<file path="src/rtl/full_hk_pkg.sv">
// full_hk_pkg
// Shared types and helpers for the multi-channel full-handshake transmitter.
//   hk_state_t      : handshake FSM state (IDLE, REQ, REL)
//   ch_w()          : width of a channel index for a given channel count
//   TIMEOUT_DEFAULT : default ack wait limit in cycles
package full_hk_pkg;

  typedef enum logic [1:0] {
    ST_IDLE = 2'd0,
    ST_REQ  = 2'd1,
    ST_REL  = 2'd2
  } hk_state_t;

  localparam int TIMEOUT_DEFAULT = 64;

  // Index width for n channels; never below 1 so ports stay legal.
  function automatic int ch_w(input int n);
    return (n < 2) ? 1 : $clog2(n);
  endfunction

endpackage

</file>
<file path="src/rtl/full_hk_rr_arb.sv">
// full_hk_rr_arb
// Round-robin arbiter. The search starts at ptr and wraps modulo NUM_CH;
// the first requesting channel wins.
// Ports:
//   clk, rst : clock, synchronous active-high reset
//   req      : request vector (one bit per channel)
//   ptr      : current round-robin start index
//   gnt_en   : a grant is taken at this edge (advances the pointer)
//   gnt_oh   : combinational one-hot grant
//   gnt_idx  : combinational binary index of the grant
//   ptr_nxt  : registered pointer, grant+1 wrapping to 0 after each grant
module full_hk_rr_arb
  import full_hk_pkg::*;
#(
  parameter int NUM_CH = 4,
  localparam int CH_W = ch_w(NUM_CH)
) (
  input  logic              clk,
  input  logic              rst,
  input  logic [NUM_CH-1:0] req,
  input  logic [CH_W-1:0]   ptr,
  input  logic              gnt_en,
  output logic [NUM_CH-1:0] gnt_oh,
  output logic [CH_W-1:0]   gnt_idx,
  output logic [CH_W-1:0]   ptr_nxt
);

  logic found;

  always_comb begin
    int j;
    gnt_oh  = '0;
    gnt_idx = '0;
    found   = 1'b0;
    j       = 0;
    for (int i = 0; i < NUM_CH; i++) begin
      j = int'(ptr) + i;
      if (j >= NUM_CH) j = j - NUM_CH;
      if (!found && req[j]) begin
        found     = 1'b1;
        gnt_oh[j] = 1'b1;
        gnt_idx   = CH_W'(j);
      end
    end
  end

  always_ff @(posedge clk) begin
    if (rst) begin
      ptr_nxt <= '0;
    end else if (gnt_en && found) begin
      ptr_nxt <= (gnt_idx == CH_W'(NUM_CH - 1)) ? '0 : gnt_idx + 1'b1;
    end
  end

endmodule

</file>
<file path="src/rtl/full_hk_mc_tx.sv">
// full_hk_mc_tx
// Multi-channel four-phase (full) handshake transmitter. Single-cycle
// requests from NUM_CH producers land in one-deep pending slots; a
// round-robin arbiter picks one slot at a time and the FSM runs a
// wr_vld/rd_ack handshake carrying its payload and channel ID.
// Optional feature macro: FULL_HK_TIMEOUT_EN (ack wait limit, err pulse).
// Handshake: wr_vld rises with wr_data/wr_ch stable; it stays high until
// rd_ack=1 is sampled, then falls; the cycle ends once rd_ack=0 is sampled
// (done pulses). wr_data/wr_ch hold until the next grant.
// Ports:
//   clk, rst  : clock, synchronous active-high reset
//   ch_vld    : per-channel one-cycle request strobe
//   ch_data   : per-channel payload, sampled with ch_vld
//   ch_busy   : per-channel pending slot occupied
//   ch_drop   : per-channel one-cycle pulse on a rejected request
//   wr_vld    : handshake request to the consumer
//   wr_data   : payload of the granted channel
//   wr_ch     : channel ID of the payload
//   rd_ack    : consumer acknowledge (same clock domain)
//   done      : one-cycle pulse when a handshake completes
//   err       : one-cycle pulse on timeout (0 without the macro)
//   dbg_state : current FSM state
module full_hk_mc_tx
  import full_hk_pkg::*;
#(
  parameter int NUM_CH  = 4,
  parameter int DW      = 8,
  parameter int TIMEOUT = TIMEOUT_DEFAULT,
  localparam int CH_W = ch_w(NUM_CH)
) (
  input  logic                       clk,
  input  logic                       rst,
  input  logic [NUM_CH-1:0]          ch_vld,
  input  logic [NUM_CH-1:0][DW-1:0]  ch_data,
  output logic [NUM_CH-1:0]          ch_busy,
  output logic [NUM_CH-1:0]          ch_drop,
  output logic                       wr_vld,
  output logic [DW-1:0]              wr_data,
  output logic [CH_W-1:0]            wr_ch,
  input  logic                       rd_ack,
  output logic                       done,
  output logic                       err,
  output hk_state_t                  dbg_state
);

  hk_state_t                 state, state_nxt;
  logic [NUM_CH-1:0]         slot_vld;
  logic [NUM_CH-1:0][DW-1:0] slot_data;
  logic [NUM_CH-1:0]         gnt_oh;
  logic [CH_W-1:0]           gnt_idx;
  logic [CH_W-1:0]           rr_ptr;
  logic                      grant;
  logic                      to_hit;   // wait limit reached this cycle
  logic                      to_flag;  // REL entered by a REQ timeout

  assign grant     = (state == ST_IDLE) && (|slot_vld);
  assign ch_busy   = slot_vld;
  assign dbg_state = state;

  full_hk_rr_arb #(.NUM_CH(NUM_CH)) u_arb (
    .clk     (clk),
    .rst     (rst),
    .req     (slot_vld),
    .ptr     (rr_ptr),
    .gnt_en  (grant),
    .gnt_oh  (gnt_oh),
    .gnt_idx (gnt_idx),
    .ptr_nxt (rr_ptr)
  );

  // FSM state register
  always_ff @(posedge clk) begin
    if (rst) state <= ST_IDLE;
    else     state <= state_nxt;
  end

  // FSM next state; ack takes priority over the wait limit
  always_comb begin
    state_nxt = state;
    case (state)
      ST_IDLE: if (|slot_vld) state_nxt = ST_REQ;
      ST_REQ:  if (rd_ack || to_hit) state_nxt = ST_REL;
      ST_REL:  if (!rd_ack || to_hit) state_nxt = ST_IDLE;
      default: state_nxt = ST_IDLE;
    endcase
  end

  // Pending slots, drop pulses and output registers
  always_ff @(posedge clk) begin
    if (rst) begin
      slot_vld  <= '0;
      slot_data <= '0;
      ch_drop   <= '0;
      wr_vld    <= 1'b0;
      wr_data   <= '0;
      wr_ch     <= '0;
      done      <= 1'b0;
    end else begin
      for (int i = 0; i < NUM_CH; i++) begin
        // A request on the channel being granted reloads its slot.
        if (ch_vld[i] && (!slot_vld[i] || (grant && gnt_oh[i]))) begin
          slot_vld[i]  <= 1'b1;
          slot_data[i] <= ch_data[i];
        end else if (grant && gnt_oh[i]) begin
          slot_vld[i]  <= 1'b0;
        end
        ch_drop[i] <= ch_vld[i] && slot_vld[i] && !(grant && gnt_oh[i]);
      end
      if (grant) begin
        wr_data <= slot_data[gnt_idx];
        wr_ch   <= gnt_idx;
      end
      wr_vld <= (state_nxt == ST_REQ);
      done   <= (state == ST_REL) && !rd_ack && !to_flag;
    end
  end

`ifdef FULL_HK_TIMEOUT_EN
  localparam int CNT_W = $clog2(TIMEOUT);
  logic [CNT_W-1:0] wait_cnt;

  assign to_hit = (state != ST_IDLE) && (wait_cnt == CNT_W'(TIMEOUT - 1));

  always_ff @(posedge clk) begin
    if (rst || (state_nxt != state)) wait_cnt <= '0;
    else if (state != ST_IDLE)       wait_cnt <= wait_cnt + 1'b1;
  end

  // After a REQ timeout, done is only reported if ack is later seen high
  // and then returns low.
  always_ff @(posedge clk) begin
    if (rst) begin
      to_flag <= 1'b0;
    end else if ((state == ST_REQ) && !rd_ack && to_hit) begin
      to_flag <= 1'b1;
    end else if ((state_nxt == ST_IDLE) || ((state == ST_REL) && rd_ack)) begin
      to_flag <= 1'b0;
    end
  end

  always_ff @(posedge clk) begin
    if (rst) err <= 1'b0;
    else     err <= to_hit && (((state == ST_REQ) && !rd_ack) ||
                               ((state == ST_REL) && rd_ack));
  end
`else
  assign to_hit  = 1'b0;
  assign to_flag = 1'b0;
  assign err     = 1'b0;
`endif

endmodule

</file>
<file path="config.mk">
export PLATFORM = sky130hd
export DESIGN_NAME = full_hk_mc_tx
export DESIGN_NICKNAME = d
export VERILOG_FILES = /design/src/rtl/full_hk_pkg.sv /design/src/rtl/full_hk_rr_arb.sv /design/src/rtl/full_hk_mc_tx.sv
export SDC_FILE = /design/constraint.sdc
export NUM_CORES = 1
export LEC_CHECK = 0
export CAP_MARGIN = 20
export CORE_MARGIN = 1
export CORE_UTILIZATION = 41
export CTS_BUF_LIST = sky130_fd_sc_hd__clkbuf_8
export DETAILED_ROUTE_END_ITERATION = 8
export MAX_ROUTING_LAYER = met4
export PLACE_DENSITY_LB_ADDON = 0.1
export SYNTH_ARGS = -nofsm -noshare
export SYNTH_HDL_FRONTEND = slang
export SYNTH_SLANG_ARGS = --single-unit
</file>
<file path="constraint.sdc">
create_clock -name clk -period 4.6 [get_ports clk]
set_input_delay 0.69 -clock clk [delete_from_list [all_inputs] [get_ports clk]]
set_output_delay 0.69 -clock clk [all_outputs]
set_load 0.01 [all_outputs]
</file>
After elaboration in Yosys (flattened, before gate mapping)
Cells that the tools add are included.
{"block": "word_totals", "rom_bits": 0, "input_bits": 39, "mem_bits_rw": 0, "reg_bits": 56, "latch_bits": 0, "n_memories": 0, "word_cells": 142, "output_inout_bits": 23}
{"block": "classes", "n_bitwise": 3, "muxes": 51, "n_mul": 0, "n_reduce_logical": 48, "n_addsub": 8, "shift": 0, "n_eq_ne": 4, "order_cmp": 13, "div_mod_pow": 0}
{"operator": "$ge 32x1->1 const B", "n": 4}
{"operator": "$lt 32x4->1 const B", "n": 4}
{"operator": "$mux 32", "n": 4}
{"operator": "$ge 32x4->1 const B", "n": 3}
{"operator": "$sub 32x4->32 const B", "n": 3}
{"operator": "$logic_and 1x1->1", "n": 26}
{"operator": "$mux 1", "n": 24}
{"operator": "$bmux 8 s2", "n": 1}
{"operator": "$mux 2", "n": 8}
{"operator": "$mux 4", "n": 4}
{"operator": "$logic_not 1->1", "n": 12}
{"operator": "$or 4x4->4", "n": 3}
{"operator": "$bmux 1 s2", "n": 4}
{"operator": "$demux 1 s2", "n": 4}
{"operator": "$mux 8", "n": 1}
{"operator": "$reduce_bool 2->1", "n": 4}
{"operator": "$add 2x2->3 const B", "n": 2}
{"operator": "$pmux 2 s3", "n": 1}
{"operator": "$eq 2x1->1 const B", "n": 2}
{"operator": "$eq 2x2->1 const B", "n": 2}
{"operator": "$logic_or 1x1->1", "n": 4}
{"operator": "$reduce_or 4->1", "n": 1}
{"operator": "$sub 2x3->4 const B", "n": 1}
{"operator": "$add 2x1->3 const B", "n": 1}
{"operator": "other kinds (4)", "n": 4}

Logic depth before layout (Yosys ltp)
{"block": "depth", "ltp_word": 19, "depth_mapped": 13, "ltp_nobuf": 8}

By module
From an unflattened synthesis, not the netlist that was laid out.
{"block": "hier_totals", "hier_cells": 308, "hier_area_um2": 2984.1}
{"module": "full_hk_mc_tx", "cells_per_inst": 250, "seq_area_each_um2": 1081.0, "area_per_inst_um2": 2427.3, "instances": 1}
{"module": "full_hk_rr_arb", "cells_per_inst": 58, "seq_area_each_um2": 40.0, "area_per_inst_um2": 556.8, "instances": 1}

Least setup slack after synthesis
No wires, ideal clock.
{"block": "synth_timing", "path_type": "register to register", "start": "reg u_arb.ptr_nxt[0]", "end": "reg slot_data[27] in the netlist's numbering", "period_less_slack_ns": 3.137, "n_path_buf": 5, "arrival_ns": 3.010, "slack_ns": 1.463, "stages_incl_launch_ff": 14, "path_cell_list": "dfxtp_1 -> buf_2 -> buf_2 -> inv_1 -> clkbuf_1 -> ha_1 -> clkbuf_1 -> mux4_2 -> buf_2 -> a21oi_1 -> a221oi_1 -> o21ai_2 -> mux2i_1 -> nor2_1"}
{"block": "synth_between", "elab_chain_len": 18, "word_cells_on_any_way": 66, "classes_between": "7 x add/sub; 12 x order compare; 31 x mux; 3 x bitwise; 13 x reduce/logical"}
{"element": "start, declared", "line_no": "full_hk_rr_arb.sv:25", "text": "output logic [CH_W-1:0] ptr_nxt"}
{"element": "start signal, assigned", "line_no": "full_hk_rr_arb.sv:51", "text": "ptr_nxt <= (gnt_idx == CH_W'(NUM_CH - 1)) ? '0 : gnt_idx + 1'b1;"}
{"element": "parallel branches: the longest is 14 deep, another holds $sub 32x4->32"}
{"element": "$mux 4 (*)", "line_no": "full_hk_rr_arb.sv:39", "text": "if (!found && req[j]) begin"}
{"element": "$logic_and 1x1->1 (*)", "line_no": "full_hk_mc_tx.sv:101", "text": "if (ch_vld[i] && (!slot_vld[i] || (grant && gnt_oh[i]))) begin"}
{"element": "$logic_or 1x1->1 (*)", "line_no": "full_hk_mc_tx.sv:101"}
{"element": "$logic_and 1x1->1 (*)", "line_no": "full_hk_mc_tx.sv:101"}
{"element": "end signal, assigned by index", "line_no": "full_hk_mc_tx.sv:103", "text": "slot_data[i] <= ch_data[i];"}
{"element": "end, declared", "line_no": "full_hk_mc_tx.sv:48", "text": "logic [NUM_CH-1:0][DW-1:0] slot_data;"}
Mark *: on every way between the ends. The select of a mux whose other input is x is not followed.
A chain may end at the register's enable or synchronous reset.

Worst setup path in the final report
{"block": "layout_timing", "start": "reg u_arb.ptr_nxt[0]", "end": "reg wr_data[0]"}
{"block": "layout_between", "elab_chain_len": 17, "word_cells_on_any_way": 42, "classes_between": "7 x add/sub; 4 x order compare; 25 x mux; 6 x reduce/logical"}
{"element": "parallel branches: the longest is 14 deep, another holds $sub 32x4->32"}
{"element": "$mux 2 (*)", "line_no": "full_hk_rr_arb.sv:39"}
{"element": "$bmux 8 s2 (*)", "line_no": "full_hk_mc_tx.sv:110", "text": "wr_data <= slot_data[gnt_idx];"}
{"element": "$mux 8 (not written as such) (*)", "line_no": "full_hk_mc_tx.sv:110"}
{"element": "end signal, assigned", "line_no": "full_hk_mc_tx.sv:110"}
{"element": "end, declared", "line_no": "full_hk_mc_tx.sv:38", "text": "output logic [DW-1:0] wr_data,"}
Marked as above.

==> impl_metrics.py <==
metrics = {
    "floorplan": {
        "rows": 30,
        "start_util": 0.432,
        "io-pin-count": 62,
        "die_height_um": 87.5,
        "coreArea_sq_um": 6940,
        "die_x_um": 87.5,
        "die_area_sq_um": 7660,
    },
    "place": {
        "port_buffers": 60,
        "dp_hpwl_mm": 5.08,
        "gp_congestion": 0.882,
        "dpl.cell_count": 458,
    },
    "cells_and_area": {
        "final_cell_mix": "nor2_1 (69), clkdlybuf4s50_1 (59), dfxtp_1 (56)",
        "fill_cells": 653,
        "layout.cells.non_filler": 467,
        "n_antenna_cell": 0,
        "drive_gt1_frac": 0.0997,
        "synthToLayoutAreaGrowth_pct": 24.5,
        "final_common_cell": "nor2_1",
        "nets": 413,
    },
    "clock_tree": {
        "cts_setup_buffers": 0,
        "hold_buffers": 0,
        "cts-htree-levels": 2,
        "cts-buffers-inserted": 5,
        "cts_tree": "built",
        "numClockSinks": 56,
        "clk_latency_ns": 0.31,
        "clockBufferDepth": 2,
        "cts.repair.resized": 0,
        "root_buffer": "clkbuf_8",
        "clkSlewWorstSetupHoldPaths_ns": 0.11,
    },
    "sta": {
        "setup_tns_ns": 0,
        "max_freq_mhz": 287,
        "rsz0062_at_grt": "no",
        "tightest_slew_ns": 1.01,
        "final_max_slew_viol_count": 0,
        "clock-skew-final_ns": 0.0124,
        "setup_violations": 0,
        "period_needed_ns": 3.48,
        "relSlewSlack": 0.328,
        "period_share": 0.757,
        "hold_viol": 0,
    },
    "flow_run": {
        "maxCapViolations": 0,
    },
    "yosys": {
        "synth_adder_area_share": 0.0167,
        "synth_compound_area_frac": 0.188,
        "ys.flop_type": "dfxtp_1",
        "syn_area_sq_um": 3000,
        "synthArstFlopShare": 0,
        "synth-simple-area-share": 0.179,
        "synth_fp_nets": 365,
        "postSynthCellCount": 322,
        "synth_top_family_by_area": "multiplexers",
        "avgSynthCellArea_sq_um": 9.31,
        "ys_ff_latch": 56,
        "seq_area_frac_synth": 0.374,
        "synth-edff-count": 0,
        "synth-xor-area-share": 0.00584,
        "ys_types": 56,
        "yosysWarnings": 0,
        "muxShareOfSynthArea": 0.189,
    },
    "global_routing": {
        "grt_pass1_wl_mm": 11.5,
        "grt_use_met2": 0.300,
        "grt_most_used_layer": "met2",
        "use_met3": 0.0322,
        "antenna_found_initial": 0,
        "grt_pass1_vias": 2309,
        "grt_usage": 0.200,
        "met1_usage": 0.280,
        "grt_max_degree": 57,
        "gr-total-overflow": 0,
    },
    "route": {
        "wl_per_cell_um": 15.3,
        "vias": 2540,
        "firstDrtPassIters": 4,
        "drt-total-wl_mm": 7.16,
        "drc_errors": 0,
        "ant_nets": 0,
        "drt_iter0_markers": 203,
        "vias_per_cell": 5.44,
    },
    "power": {
        "combPwrFrac": 0.522,
        "ir_drop_mv": 0.270,
        "fin_total_pwr_uw": 2050,
        "pwr-share-seq": 0.317,
        "p_switching_uw": 854,
        "swShare": 0.417,
        "p_leak_uw": 0.00148,
        "cellPowerDensity_nw_per_um2": 548,
        "power.share.clock": 0.161,
        "internal_power_uw": 1190,
    },
    "worst_setup_path": {
        "cp-end-kind": "register",
        "worstPathArrival_ns": 3.68,
        "critPathMaxFanout": 25,
        "cp-start-kind": "register",
        "worst-endpoint-required_ns": 4.80,
        "criticalPathCategory": "reg2reg",
    },
    "status": {
        "status": "completed",
    },
    "hold_path": {
        "hp-class": "reg2reg",
    },
}
-- metrics by stage --
stage	utilization	instance area [sq um]	hold WS (ns)	setup slack (ns)
after floorplan	-	3000	0.463	1.46
after global placement	0.521	3620	0.479	1.31
after global routing	0.538	3730	0.540	0.787
final	0.538	3730	0.506	1.12
after detailed placement	0.521	3620	0.484	1.11
after CTS	0.537	3730	0.509	1.12
-- final timing paths --
check,depth (start not counted),end,slack [ns],from
worst min-delay path,2,slot_data[9],0.51,slot_data[9]
worst max-delay path,9,wr_data[0],1.12,u_arb.ptr_nxt[0]
worst min register to register,2,slot_data[9],0.51,slot_data[9]
worst max register to register,9,wr_data[0],1.12,u_arb.ptr_nxt[0]
-- kinds of logic after synthesis --
group	Yosys count
buf+inv	29
flops	56
simple gates	115
fa+ha+maj	4
other cells	1
xor+xnor	2
mux	51
compound gates	64
-- flip-flops by register name (all words and copies together), names as in the netlist --
signal and count:
wr_ch 2, slot_data 32, wr_vld 1, wr_data 8
dbg_state 2, ch_drop 4, u_arb.ptr_nxt 2, ch_busy 4
done 1
-- power by group through the flow --
stage / Sequential [uW] / Combinational, uW / Clock, uW
after detailed placement: 658 / 1060 / 0
after global placement: 661 / 1040 / 0
after floorplan: 645 / 799 / 0
final: 649 / 1070 / 329
after global routing: 661 / 1170 / 362
after CTS: 649 / 1060 / 341
-- cell usage after synthesis, drive strengths merged (2+ instances only) --
library cell	n	area share
o41ai	4	0.022
nand3b	4	0.010
nor4b	5	0.015
o21ai	10	0.029
a211oi	3	0.0075
a21o	2	0.0050
clkbuf	10	0.013
nor3	4	0.0067
nand3	4	0.0067
nand2b	3	0.0071
ha	4	0.017
a31o	2	0.0058
mux4	4	0.030
inv	7	0.0088
a221oi	10	0.035
nor4	2	0.0042
nor2b	2	0.0050
nor3b	3	0.0075
mux2	3	0.013
dfxtp	56	0.37
a311oi	2	0.0058
a2111oi	9	0.030
nor2	69	0.086
a21oi	13	0.022
o21bai	3	0.0075
mux2i	44	0.15
buf	12	0.025
nand2	13	0.017
-- layer usage --
metal,vias up,wire (um)
met2,75,3310
met5,-,0
met1,1193,3440
met3,10,359
met4,0,58
li1,1262,-
-- layout make-up --
class,instances,area [sq um],share of cell area
Inverter,7,26.3,0.00704
Clock buffer,5,68.8,0.0184
Sequential cell,56,1120,0.300
Tap cell,96,120,0.0322
Multi-Input combinational cell,237,1740,0.466
Clock inverter,3,42.5,0.0114
Timing Repair Buffer,63,616,0.165
-- critical path, cell delays in order (launching register included) --
cell,delay [ns]
dfxtp_1,0.32
buf_4,0.28
inv_1,0.26
ha_1,0.52
mux4_2,0.41
nand2b_2,0.22
nand2_2,0.11
a21boi_2,0.66
mux2i_1,0.17
a2111oi_1,0.40
Power figures use the tool's default switching activity.
==> RTL edit, RTL diff (config.mk and constraints unchanged) <==
Register the output `dbg_state` once more; this adds one clock of latency there. The other outputs are not delayed to match.
--- a/src/rtl/full_hk_mc_tx.sv
+++ b/src/rtl/full_hk_mc_tx.sv
@@ -55,7 +55,9 @@
 
   assign grant     = (state == ST_IDLE) && (|slot_vld);
   assign ch_busy   = slot_vld;
-  assign dbg_state = state;
+  always_ff @(posedge clk) begin
+    dbg_state <= state;
+  end
 
   full_hk_rr_arb #(.NUM_CH(NUM_CH)) u_arb (
     .clk     (clk),
Function: changed (a bounded check fails within 4 cycles, from zero or initial values and one cycle with rst high).
==> RTL edit against the unedited design <==
Design area up 1.3%; largest cell class unchanged; power down 20%; sequential power down 2%; sequential cell count up 2; synthesized area down 0.75%; routed wire length up 0.60%; count of clock-buffer cells in the layout up 5; setup slack better by 0.047 ns.
==> RTL edit: results (changes against the unedited design) <==
INFO  metric run_status = complete, no violations
INFO  metric synth-xor-area-share = 0.00294 (-0.00290)
INFO  metric final_worst_clock_skew = 0.0103 ns (-0.00205 ns)
INFO  metric drive_above_1_share = 0.0907 (-0.00906)
INFO  metric async_flop_share = 0 (unchanged)
INFO  metric power.static_leakage = 1.40 nW (-5.7%)
INFO  metric netlist_top_cells_area = sky130_fd_sc_hd__dfxtp_1 39%, sky130_fd_sc_hd__mux2i_1 9.8%, sky130_fd_sc_hd__nand4b_1 7.1%, sky130_fd_sc_hd__nand2b_1 6.1%, sky130_fd_sc_hd__o21ai_0 5.0%
INFO  metric worst_ep_arrival_time = 3.64 ns (-0.04 ns)
INFO  metric clk_pin_slew = 0.07 ns (-0.04 ns)
INFO  metric crit_path_max_fanout = 11 (-56%)
INFO  metric tightest_slew = 0.796 ns (-0.211 ns)
INFO  metric cts_buffer_count = 9 (+4)
INFO  metric finalHoldViolations = 0 (unchanged)
INFO  metric worst_path_max_delay_cell = sky130_fd_sc_hd__dfxtp_1
INFO  metric gr-usage-all-layers = 0.213 (+0.0133)
INFO  metric hp_class = reg2reg
INFO  metric final_cells = 471 (+0.86%)
INFO  metric detailedPlacementHpwl = 4870 µm (-4.1%)
INFO  metric ir_worst_vdd = 268 µV (-0.57%)
INFO  metric startpoint_class = flip-flop
INFO  metric synthAdderAreaFrac = 0.0168 (+0.000126)
INFO  metric via_count = 2531 (-0.35%)
INFO  metric timing.critical_path.to = slot_data[3]$_SDFFE_PP0P_
INFO  metric drt-initial-drc-count = 121 (-40%)
INFO  metric yosysTopAreaCellShare = 0.390 (+0.0163)
INFO  metric synth_seq_area_share = 0.390 (+0.0163)
INFO  metric post_synthesis_compound_gate_area_fraction = 0.170 (-0.0179)
INFO  metric timing.rr.start = u_arb.ptr_nxt[1]$_SDFFE_PP0P_
INFO  metric yosys-top-cells-count = 58 x sky130_fd_sc_hd__dfxtp_1, 30 x sky130_fd_sc_hd__o21ai_0, 29 x sky130_fd_sc_hd__mux2i_1, 29 x sky130_fd_sc_hd__nand2b_1, 24 x sky130_fd_sc_hd__nand4b_1
INFO  metric rrSetupSlack = 1.17 ns (+0.05 ns)
INFO  metric clk-insertion-delay-late = 0.34 ns (+0.03 ns)
INFO  metric wl_per_cell = 15.3 µm (-0.25%)
INFO  metric numPlacedInstances = 454 (-0.87%)
INFO  metric firstDrtPassIters = 5 (+1)
INFO  metric number_of_global_route_vias_before_repair = 2375 (+2.9%)
INFO  metric holdPathStages = 0 (-2)
INFO  metric cts_htree_levels = 3 (+1)
INFO  metric cp_slowest_stage_delay = 0.64 ns (-0.02 ns)
INFO  metric globalplace.congestion = 0.953 (+8.0%)
INFO  metric netlist-cell-type-count = 47 (-16%)
INFO  metric synth.mux.area_fraction = 0.132 (-0.0578)
INFO  metric synthesis.nets = 366 (+0.27%)
INFO  metric reg2reg_end = slot_data[3]$_SDFFE_PP0P_
INFO  metric grt_first_pass_wirelength = 11900 µm (+3.7%)
INFO  metric synthesis.area_per_instance = 9.22 µm² (-1.1%)
INFO  metric largest_net_degree_at_the_start_of_global_routing = 81 (+42%)
[RTL edit: cell count changes after synthesis, sizes merged, moves of 5 or more]
| cell | delta |
|---|---|
| nand4b | +24 |
| nor3 | +6 |
| nor2 | -50 |
| o21bai | +5 |
| mux2i | -15 |
| o22ai | +5 |
| nand2b | +26 |
| nand2 | -5 |
| o21ai | +22 |
| clkbuf | +8 |
| a2111oi | -6 |
| a21oi | -5 |
[RTL edit: routing by layer]
layer,part of all wire,global-route usage
met1,0.48,0.284
met2,0.47,0.316
met4,0.020,0.0849
met3,0.032,0.0455
met5,0,-
[RTL edit: power breakdown]
group / total, mW / internal (mW) / switching [mW]
Combinational: 0.607 / 0.286 / 0.321
Clock: 0.408 / 0.205 / 0.203
Sequential: 0.633 / 0.571 / 0.0617
[RTL edit: area by class of cell]
type	count	area, µm²
Sequential cell	58	1160
Inverter	9	33.8
Fill cell	657	3120
Clock buffer	10	138
Multi-Input combinational cell	227	1650
Tap cell	96	120
Clock inverter	6	33.8
Timing Repair Buffer	65	653
[RTL edit: per-stage QoR]
step	instance area, µm²	setup slack, ns	hold slack (ns)	power (mW)
after floorplan	2980	1.73	0.386	1.05
after global placement	3590	1.26	0.409	1.24
after detailed placement	3590	1.20	0.409	1.25
after CTS	3760	1.19	0.420	1.66
after global routing	3780	0.834	0.439	1.76
final	3780	1.17	0.418	1.65
[RTL edit: cell families after synthesis]
logic type	after synthesis
buffers and inverters	38
xor gates and xnor gates	1
and+or+nand+nor	109
muxes	35
adders and majority gates	4
other	1
AOI/OAI and AO/OA	77
DFF	58
[RTL edit: worst min path at each step]
stage / from / to / slack (ns)
after floorplan: state[1]$_SDFF_PP0_ / dbg_state[1]$_DFF_P_ / 0.39
after global placement: state[1]$_SDFF_PP0_ / dbg_state[1]$_DFF_P_ / 0.41
after detailed placement: state[0]$_SDFF_PP0_ / dbg_state[0]$_DFF_P_ / 0.41
after CTS: state[0]$_SDFF_PP0_ / dbg_state[0]$_DFF_P_ / 0.42
after global routing: state[0]$_SDFF_PP0_ / dbg_state[0]$_DFF_P_ / 0.44
final: state[0]$_SDFF_PP0_ / dbg_state[0]$_DFF_P_ / 0.42
[RTL edit: worst register-to-register path: cells and delay by family (launching register included)]
family	cells	cell delay [ns]
compound gates	4	1.15
fa+ha+maj	1	0.44
flops	1	0.64
buf+inv	2	0.33
simple gates	2	0.75
